[src/rtl/key_order_encoder_pkg.sv]
// order_pkg: order codes shared with the game-step logic, key indices for the
// pending vector, and the auto-repeat state encoding.
package order_pkg;

  // Order codes carried on od while wk=1.
  localparam logic [2:0] ORD_NULL  = 3'b000;
  localparam logic [2:0] ORD_UP    = 3'b001;
  localparam logic [2:0] ORD_DOWN  = 3'b010;
  localparam logic [2:0] ORD_LEFT  = 3'b011;
  localparam logic [2:0] ORD_RIGHT = 3'b100;
  localparam logic [2:0] ORD_ENTER = 3'b101;

  // Bit positions of each key in the debounced / pending vectors.
  localparam int NUM_KEYS = 5;
  typedef logic [2:0] key_idx_t;
  localparam key_idx_t K_UP    = 3'd0;
  localparam key_idx_t K_DOWN  = 3'd1;
  localparam key_idx_t K_LEFT  = 3'd2;
  localparam key_idx_t K_RIGHT = 3'd3;
  localparam key_idx_t K_ENTER = 3'd4;

  // Auto-repeat states for the held direction key.
  typedef enum logic [1:0] {
    RPT_IDLE   = 2'd0,
    RPT_DELAY  = 2'd1,
    RPT_PERIOD = 2'd2
  } rpt_state_e;

  // Map a key index to the order code it produces.
  function automatic logic [2:0] key_to_order(input key_idx_t key);
    case (key)
      K_UP:    return ORD_UP;
      K_DOWN:  return ORD_DOWN;
      K_LEFT:  return ORD_LEFT;
      K_RIGHT: return ORD_RIGHT;
      K_ENTER: return ORD_ENTER;
      default: return ORD_NULL;
    endcase
  endfunction

endpackage

[src/rtl/key_order_encoder_debounce.sv]
// key_debounce: 2-FF synchroniser, stability counter and debounced level for
// one raw button. rise pulses for one cycle, in the first cycle the debounced
// level reads 1 after a 0->1 acceptance.
module key_debounce #(
  parameter int DEB_CYCLES = 1_000_000
) (
  input  logic clk,
  input  logic rst_n,
  input  logic btn,
  output logic level,
  output logic rise
);

  localparam int CW = $clog2(DEB_CYCLES + 1);
  // The flip happens on the DEB_CYCLES-th consecutive differing cycle, so the
  // counter never needs to hold DEB_CYCLES itself.
  localparam logic [CW-1:0] CNT_LAST = CW'(DEB_CYCLES - 1);

  logic          sync_q1;
  logic          sync_q2;
  logic [CW-1:0] cnt;

  // Two-stage synchroniser for the asynchronous button level.
  always_ff @(posedge clk or negedge rst_n) begin
    if (!rst_n) begin
      sync_q1 <= 1'b0;
      sync_q2 <= 1'b0;
    end else begin
      sync_q1 <= btn;
      sync_q2 <= sync_q1;
    end
  end

  // Stability counter: accept a new level only after it held for DEB_CYCLES.
  always_ff @(posedge clk or negedge rst_n) begin
    if (!rst_n) begin
      cnt   <= '0;
      level <= 1'b0;
      rise  <= 1'b0;
    end else if (sync_q2 == level) begin
      cnt  <= '0;
      rise <= 1'b0;
    end else if (cnt == CNT_LAST) begin
      cnt   <= '0;
      level <= sync_q2;
      rise  <= sync_q2;
    end else begin
      cnt  <= cnt + CW'(1);
      rise <= 1'b0;
    end
  end

endmodule

[src/rtl/key_order_encoder.sv]
// key_order_encoder: turns five raw push-buttons into order codes for one
// player. Debounced presses queue in a pending vector, a fixed-priority
// encoder picks one per cycle, and a repeat FSM re-queues a held direction.
//
// Output semantics: od/wk is a push-only strobe with no back-pressure. wk is
// high for exactly one cycle per order and od is meaningful only while wk=1
// (it reads ORD_NULL otherwise).
module key_order_encoder
  import order_pkg::*;
#(
  parameter int DEB_CYCLES    = 1_000_000,
  parameter int REPEAT_EN     = 1,
  parameter int REPEAT_DELAY  = 50_000_000,
  parameter int REPEAT_PERIOD = 10_000_000
) (
  input  logic       clk,
  input  logic       rst_n,
  input  logic       btn_up,
  input  logic       btn_down,
  input  logic       btn_left,
  input  logic       btn_right,
  input  logic       btn_enter,
  input  logic       ena,
  output logic [2:0] od,
  output logic       wk,
  output logic [1:0] dbg_state
);

  localparam int RPT_MAX = (REPEAT_DELAY > REPEAT_PERIOD) ? REPEAT_DELAY : REPEAT_PERIOD;
  localparam int TW      = $clog2(RPT_MAX + 1);
  // Terminal compare is one below the target so the re-queued order is
  // emitted exactly REPEAT_DELAY / REPEAT_PERIOD cycles after the previous one.
  localparam logic [TW-1:0] DELAY_LAST  = TW'(REPEAT_DELAY - 1);
  localparam logic [TW-1:0] PERIOD_LAST = TW'(REPEAT_PERIOD - 1);

  logic [NUM_KEYS-1:0] btn_raw;
  logic [NUM_KEYS-1:0] deb_level;
  logic [NUM_KEYS-1:0] deb_rise;
  logic [NUM_KEYS-1:0] pending;
  logic [NUM_KEYS-1:0] rep_set;
  logic [NUM_KEYS-1:0] req;
  logic [NUM_KEYS-1:0] win_mask;
  logic                win_vld;
  key_idx_t            win_idx;
  logic                emit_dir;

  rpt_state_e          rpt_state;
  key_idx_t            rep_key;
  logic [TW-1:0]       timer;

  assign btn_raw[K_UP]    = btn_up;
  assign btn_raw[K_DOWN]  = btn_down;
  assign btn_raw[K_LEFT]  = btn_left;
  assign btn_raw[K_RIGHT] = btn_right;
  assign btn_raw[K_ENTER] = btn_enter;

  for (genvar k = 0; k < NUM_KEYS; k++) begin : g_deb
    key_debounce #(
      .DEB_CYCLES(DEB_CYCLES)
    ) u_deb (
      .clk  (clk),
      .rst_n(rst_n),
      .btn  (btn_raw[k]),
      .level(deb_level[k]),
      .rise (deb_rise[k])
    );
  end

  // Repeat request: the tracked key is still held and its timer hit terminal.
  always_comb begin
    rep_set = '0;
    if (REPEAT_EN != 0 && rpt_state != RPT_IDLE && deb_level[rep_key]) begin
      if ((rpt_state == RPT_DELAY  && timer == DELAY_LAST) ||
          (rpt_state == RPT_PERIOD && timer == PERIOD_LAST)) begin
        rep_set[rep_key] = 1'b1;
      end
    end
  end

  // Requests this cycle: queued orders plus fresh presses plus repeats; an
  // edge and a repeat on the same key simply OR into one request.
  always_comb begin
    req = pending | rep_set;
    if (ena) begin
      req = req | deb_rise;
    end
  end

  // Fixed priority ENTER > UP > DOWN > LEFT > RIGHT.
  always_comb begin
    win_vld  = 1'b1;
    win_idx  = K_ENTER;
    win_mask = '0;
    if (req[K_ENTER]) begin
      win_idx = K_ENTER;
    end else if (req[K_UP]) begin
      win_idx = K_UP;
    end else if (req[K_DOWN]) begin
      win_idx = K_DOWN;
    end else if (req[K_LEFT]) begin
      win_idx = K_LEFT;
    end else if (req[K_RIGHT]) begin
      win_idx = K_RIGHT;
    end else begin
      win_vld = 1'b0;
    end
    if (win_vld) begin
      win_mask[win_idx] = 1'b1;
    end
  end

  assign emit_dir = win_vld && (win_idx != K_ENTER);

  // Pending vector, output register and repeat FSM/timer, all dropped by ena=0.
  always_ff @(posedge clk or negedge rst_n) begin
    if (!rst_n) begin
      pending   <= '0;
      od        <= ORD_NULL;
      wk        <= 1'b0;
      rpt_state <= RPT_IDLE;
      rep_key   <= K_UP;
      timer     <= '0;
    end else if (!ena) begin
      pending   <= '0;
      od        <= ORD_NULL;
      wk        <= 1'b0;
      rpt_state <= RPT_IDLE;
      timer     <= '0;
    end else begin
      pending <= req & ~win_mask;
      wk      <= win_vld;
      od      <= win_vld ? key_to_order(win_idx) : ORD_NULL;

      if (REPEAT_EN == 0) begin
        rpt_state <= RPT_IDLE;
        timer     <= '0;
      end else begin
        case (rpt_state)
          RPT_IDLE: begin
            // A freshly emitted direction becomes the key we watch.
            if (emit_dir) begin
              rpt_state <= RPT_DELAY;
              rep_key   <= win_idx;
              timer     <= '0;
            end
          end
          RPT_DELAY, RPT_PERIOD: begin
            // Any other order (including ENTER) or a release ends the repeat.
            if ((win_vld && win_idx != rep_key) || !deb_level[rep_key]) begin
              rpt_state <= RPT_IDLE;
              timer     <= '0;
            end else if (rpt_state == RPT_DELAY && timer == DELAY_LAST) begin
              rpt_state <= RPT_PERIOD;
              timer     <= '0;
            end else if (rpt_state == RPT_PERIOD && timer == PERIOD_LAST) begin
              timer <= '0;
            end else begin
              timer <= timer + TW'(1);
            end
          end
          default: begin
            rpt_state <= RPT_IDLE;
            timer     <= '0;
          end
        endcase
      end
    end
  end

  assign dbg_state = rpt_state;

endmodule
[config.mk]
export PLATFORM = sky130hd
export DESIGN_NAME = key_order_encoder
export DESIGN_NICKNAME = d
export VERILOG_FILES = /design/src/rtl/key_order_encoder_pkg.sv /design/src/rtl/key_order_encoder_debounce.sv /design/src/rtl/key_order_encoder.sv
export SDC_FILE = /design/constraint.sdc
export NUM_CORES = 1
export LEC_CHECK = 0
export ABC_CLOCK_PERIOD_IN_PS = 4600
export CAP_MARGIN = 25
export CELL_PAD_IN_SITES_DETAIL_PLACEMENT = 1
export CELL_PAD_IN_SITES_GLOBAL_PLACEMENT = 1
export CORE_ASPECT_RATIO = 1.2
export CORE_MARGIN = 5
export CORE_UTILIZATION = 49
export CTS_CLUSTER_SIZE = 40
export DETAILED_ROUTE_END_ITERATION = 10
export GPL_TIMING_DRIVEN = 0
export PLACE_DENSITY = 0.8
export SYNTH_ARGS = -nofsm -noshare
export SYNTH_HDL_FRONTEND = slang
export SYNTH_SLANG_ARGS = --single-unit
[constraint.sdc]
create_clock -name clk -period 4.6 [get_ports clk]
set_input_delay 0.92 -clock clk [delete_from_list [all_inputs] [get_ports clk]]
set_output_delay 0.92 -clock clk [all_outputs]
set_load 0.1 [all_outputs]
==> results.md <==
- Min-Delay Path Depth: 0
- Layer carrying the most global-route usage: met2
- Share of synthesized area occupied by flip-flops and latches: 0.503
- GRT Resource Usage Total: 0.235
- Max-slew headroom: 0.348
- Routed wire length: 21300 um
- Met1 demand-to-capacity share in global routing: 0.261
- Most frequent standard cell in the layout excluding fill and tap cells: sky130_fd_sc_hd__dfrtp_1
- Post-route clock skew: 0.00867 ns
- Initial Utilization: 0.495
- Slew at the pin closest to its max-slew limit: 0.975 ns
- Fmax: 251 MHz
- Shortest period the worst path allows: 3.99 ns
- Sw power: 0.000688 W
- Fraction of synthesis flops using an asynchronous set or reset pin: 1.00
- Number of buffers inserted to repair setup after CTS: 0
- Root Driver: sky130_fd_sc_hd__clkbuf_16
- Count of nets left with antenna violations after detail routing: 0
- Data arrival, critical path: 4.36 ns
- Crit-path slowest cell: sky130_fd_sc_hd__o31ai_1
- Overall die area: 0.0189 mm2
- Ys Warns: 0
- Area growth from synthesis to layout: 13.8%
- Dominant register cell in the synthesized netlist: sky130_fd_sc_hd__dfrtp_1
- CTS tree: done
- Comb power frac: 0.040
- Number of DRC violations after detailed routing: 0
- Via count normalized by instance count: 5.96
- H-tree levels: 4
- First DRT Iteration DRCs: 350
- Critical Path Sink Type: register
- Utilization after layout: 0.563
- Class of the worst hold path: register to register
- Met3 global-route usage: 0.0407
- First-pass iteration count of the detailed router: 4
- Met2 track demand over resource in global routing: 0.430
- Final Hold Vio Count: 0
- Number of storage elements in the synthesis netlist: 160
- Fin crit share: 0.867
- Initial antenna violation count: 0
- Sequential cell fraction of total power: 0.451
- Total inserted antenna cells: 0
- Peak ir drop on the vdd network: 0.000286 V
- Clock Power Share: 0.510
- Mean Syn Cell Area: 9.62 um2
- Total count of max-transition violations in the final report: 0
- Clock Pin Slew Worst Setup and Hold Paths: 0.06 ns
- Run status: finished, final reports clean
- Number of instances resized during post-cts repair: 0
- Buffers on Ports: 12
- Cells after Synth: 828
- Number of unique standard cell types used by synthesis: 63
- Number of global-route vias before repair: 7217
- Net switching share of the total power: 0.215
- I/O pins: 14
- Core area: 0.0161 mm2
- Highest fanout seen on the critical path: 10
- Overall die height: 150 um
- Commonest cells after routing, fill and taps aside: sky130_fd_sc_hd__dfrtp_1 (160), sky130_fd_sc_hd__nor2_1 (129), sky130_fd_sc_hd__nand2_1 (79)
- Class of the most critical setup path: register to register
- Total congestion overflow: 0
- Maximum number of pins on one net before global-route repair: 87
- Count of nets after finishing: 878
- Total clock buffers created by CTS: 17
- Delay of the slowest cell on the worst path: 0.60 ns
- Clock tree sinks: 160
- Count of flip-flops with a built-in enable after synthesis: 0
- Proportion of layout cells with a drive suffix above 1: 0.0619
- RePlAce Congestion: 0.871
- FP Rows: 51
- Die Width: 126 um
- Sum of internal, switching and leakage power: 0.00320 W
- Quantity of hold-fixing buffers added after cts: 0
- Internal cell power: 0.00251 W
- Half-perimeter wire length after placement: 14000 um
- Clock insertion delay at the later pin of the skew report: 0.43 ns
- Max cap viols: 0
- Total power per unit cell area: 353 mW/mm2
- Synthesized area: 0.00796 mm2
- Worst EP required: 4.97 ns
- WL per Instance: 19.6 um
- Syn Nets: 846
- Vias after detailed routing: 6471
- Buffer depth of the longest clock path: 2
- Final setup violation count: 0
- Crit path cell chain: ha_1 > nand4_1 > nor4_4 > o21ai_2 > o31ai_1 > or3_1 > a21oi_1 > a221o_1 > buf_6 > nor3_4 > a22o_1
- Count of cells along the worst register-to-register path: 11
- Leakage power summed over all cells: 3.81 nW
- Setup repair after global routing missed its margin: false
- Startpoint type of the worst setup path: register
- First-pass GRT wire length: 35600 um
power by group through the flow:
stage | clock network (W) | logic (W) | registers, W
finish | 0.00163 | 0.000127 | 0.00144
global route | 0.00172 | 0.000142 | 0.00144
CTS | 0.00166 | 0.000130 | 0.00144
detailed placement | 0 | 0.000126 | 0.00147
global placement | 0 | 0.000118 | 0.00147
floorplan | 0 | 0.0000543 | 0.00147
cell usage after synthesis (3+ instances only):
master | count | share of area
sky130_fd_sc_hd__and3_1 | 34 | 0.027
sky130_fd_sc_hd__dfrtp_1 | 160 | 0.50
sky130_fd_sc_hd__nand2_1 | 79 | 0.037
sky130_fd_sc_hd__mux2i_1 | 4 | 0.0050
sky130_fd_sc_hd__nor4_1 | 10 | 0.0079
sky130_fd_sc_hd__o2bb2ai_1 | 4 | 0.0044
sky130_fd_sc_hd__and2_1 | 7 | 0.0055
sky130_fd_sc_hd__nand4_1 | 24 | 0.019
sky130_fd_sc_hd__mux2_2 | 6 | 0.0085
sky130_fd_sc_hd__a21oi_1 | 32 | 0.020
sky130_fd_sc_hd__and4b_1 | 5 | 0.0063
sky130_fd_sc_hd__ha_1 | 10 | 0.016
sky130_fd_sc_hd__clkbuf_1 | 14 | 0.0066
sky130_fd_sc_hd__o211ai_1 | 4 | 0.0038
sky130_fd_sc_hd__o311ai_1 | 5 | 0.0055
sky130_fd_sc_hd__nand3_1 | 54 | 0.034
sky130_fd_sc_hd__a21boi_0 | 4 | 0.0038
sky130_fd_sc_hd__inv_1 | 15 | 0.0071
sky130_fd_sc_hd__and4_1 | 4 | 0.0044
sky130_fd_sc_hd__nor2b_1 | 3 | 0.0024
sky130_fd_sc_hd__o31a_1 | 4 | 0.0044
sky130_fd_sc_hd__nand4b_1 | 3 | 0.0033
sky130_fd_sc_hd__or3_1 | 23 | 0.018
sky130_fd_sc_hd__nor3b_1 | 6 | 0.0057
sky130_fd_sc_hd__nor3_1 | 13 | 0.0082
sky130_fd_sc_hd__nand2b_1 | 5 | 0.0039
sky130_fd_sc_hd__o31ai_1 | 8 | 0.0075
sky130_fd_sc_hd__o21ai_0 | 31 | 0.019
sky130_fd_sc_hd__xnor2_1 | 35 | 0.038
sky130_fd_sc_hd__nor2_1 | 129 | 0.061
sky130_fd_sc_hd__a31oi_1 | 4 | 0.0031
sky130_fd_sc_hd__a22o_1 | 7 | 0.0077
sky130_fd_sc_hd__xor2_1 | 40 | 0.044
flip-flops by register name, indices dropped and copies added (netlist names):
name / cells
g_deb.u_deb.cnt: 100
timer: 26
g_deb.u_deb.level: 5
g_deb.u_deb.rise: 5
g_deb.u_deb.sync_q1: 5
g_deb.u_deb.sync_q2: 5
pending: 5
od: 3
rep_key: 3
dbg_state: 2
wk: 1
critical path: cells and delay by family, from the launching register on:
family / cells / cell delay [ns]
adder cells (fa/ha/maj): 1 / 0.24
AO/OA/AOI/OAI: 5 / 1.55
AND/OR/NAND/NOR: 4 / 1.56
flip-flops: 1 / 0.42
buffers and inverters: 1 / 0.15
path summary, 6_finish.rpt:
| check | end | from | slack, ns |
|---|---|---|---|
| max reg2reg | timer[9] | timer[0] | 0.61 |
| max in group asynchronous | g_deb[2].u_deb.cnt[15] | rst_n | 3.18 |
| min reg2reg | g_deb[2].u_deb.sync_q2 | g_deb[2].u_deb.sync_q1 | 0.36 |
| min | g_deb[2].u_deb.sync_q2 | g_deb[2].u_deb.sync_q1 | 0.36 |
| min in group asynchronous | g_deb[4].u_deb.cnt[13] | rst_n | 0.56 |
| max | timer[9] | timer[0] | 0.61 |
logic make-up after synthesis:
family,share of synthesized area
AO/OA/AOI/OAI,0.104
XOR/XNOR,0.0825
adder cells (fa/ha/maj),0.0157
buffers and inverters,0.0173
flip-flops,0.503
multiplexers,0.0135
other,0.000471
AND/OR/NAND/NOR,0.264
cell type report:
class	count	area, um2
Buffer	19	81.3
Clock buffer	24	512
Clock inverter	8	171
Fill cell	1852	7020
Inverter	15	56.3
Multi-Input combinational cell	634	3820
Sequential cell	160	4000
Tap cell	212	265
Timing Repair Buffer	13	149
through the flow:
stage	worst slack (ns)	cells	setup TNS (ns)	area, um2	hold WS, ns
after floorplan	0.871	828	0	7960	0.331
after global placement	-3.80	1052	-605.64	8350	0.338
after detailed placement	0.671	1053	0	8380	0.342
after CTS	0.617	1085	0	9060	0.364
after global routing	0.275	1085	0	9060	0.369
final	0.614	1085	0	9060	0.359
per-layer routing:
metal  vias to the layer above  wire length [um]
li1                       3003                 -
met1                      3324              8590
met2                        98             11600
met3                        46               482
met4                         0               606
met5                         -                 0
Power figures use the tool's default switching activity.
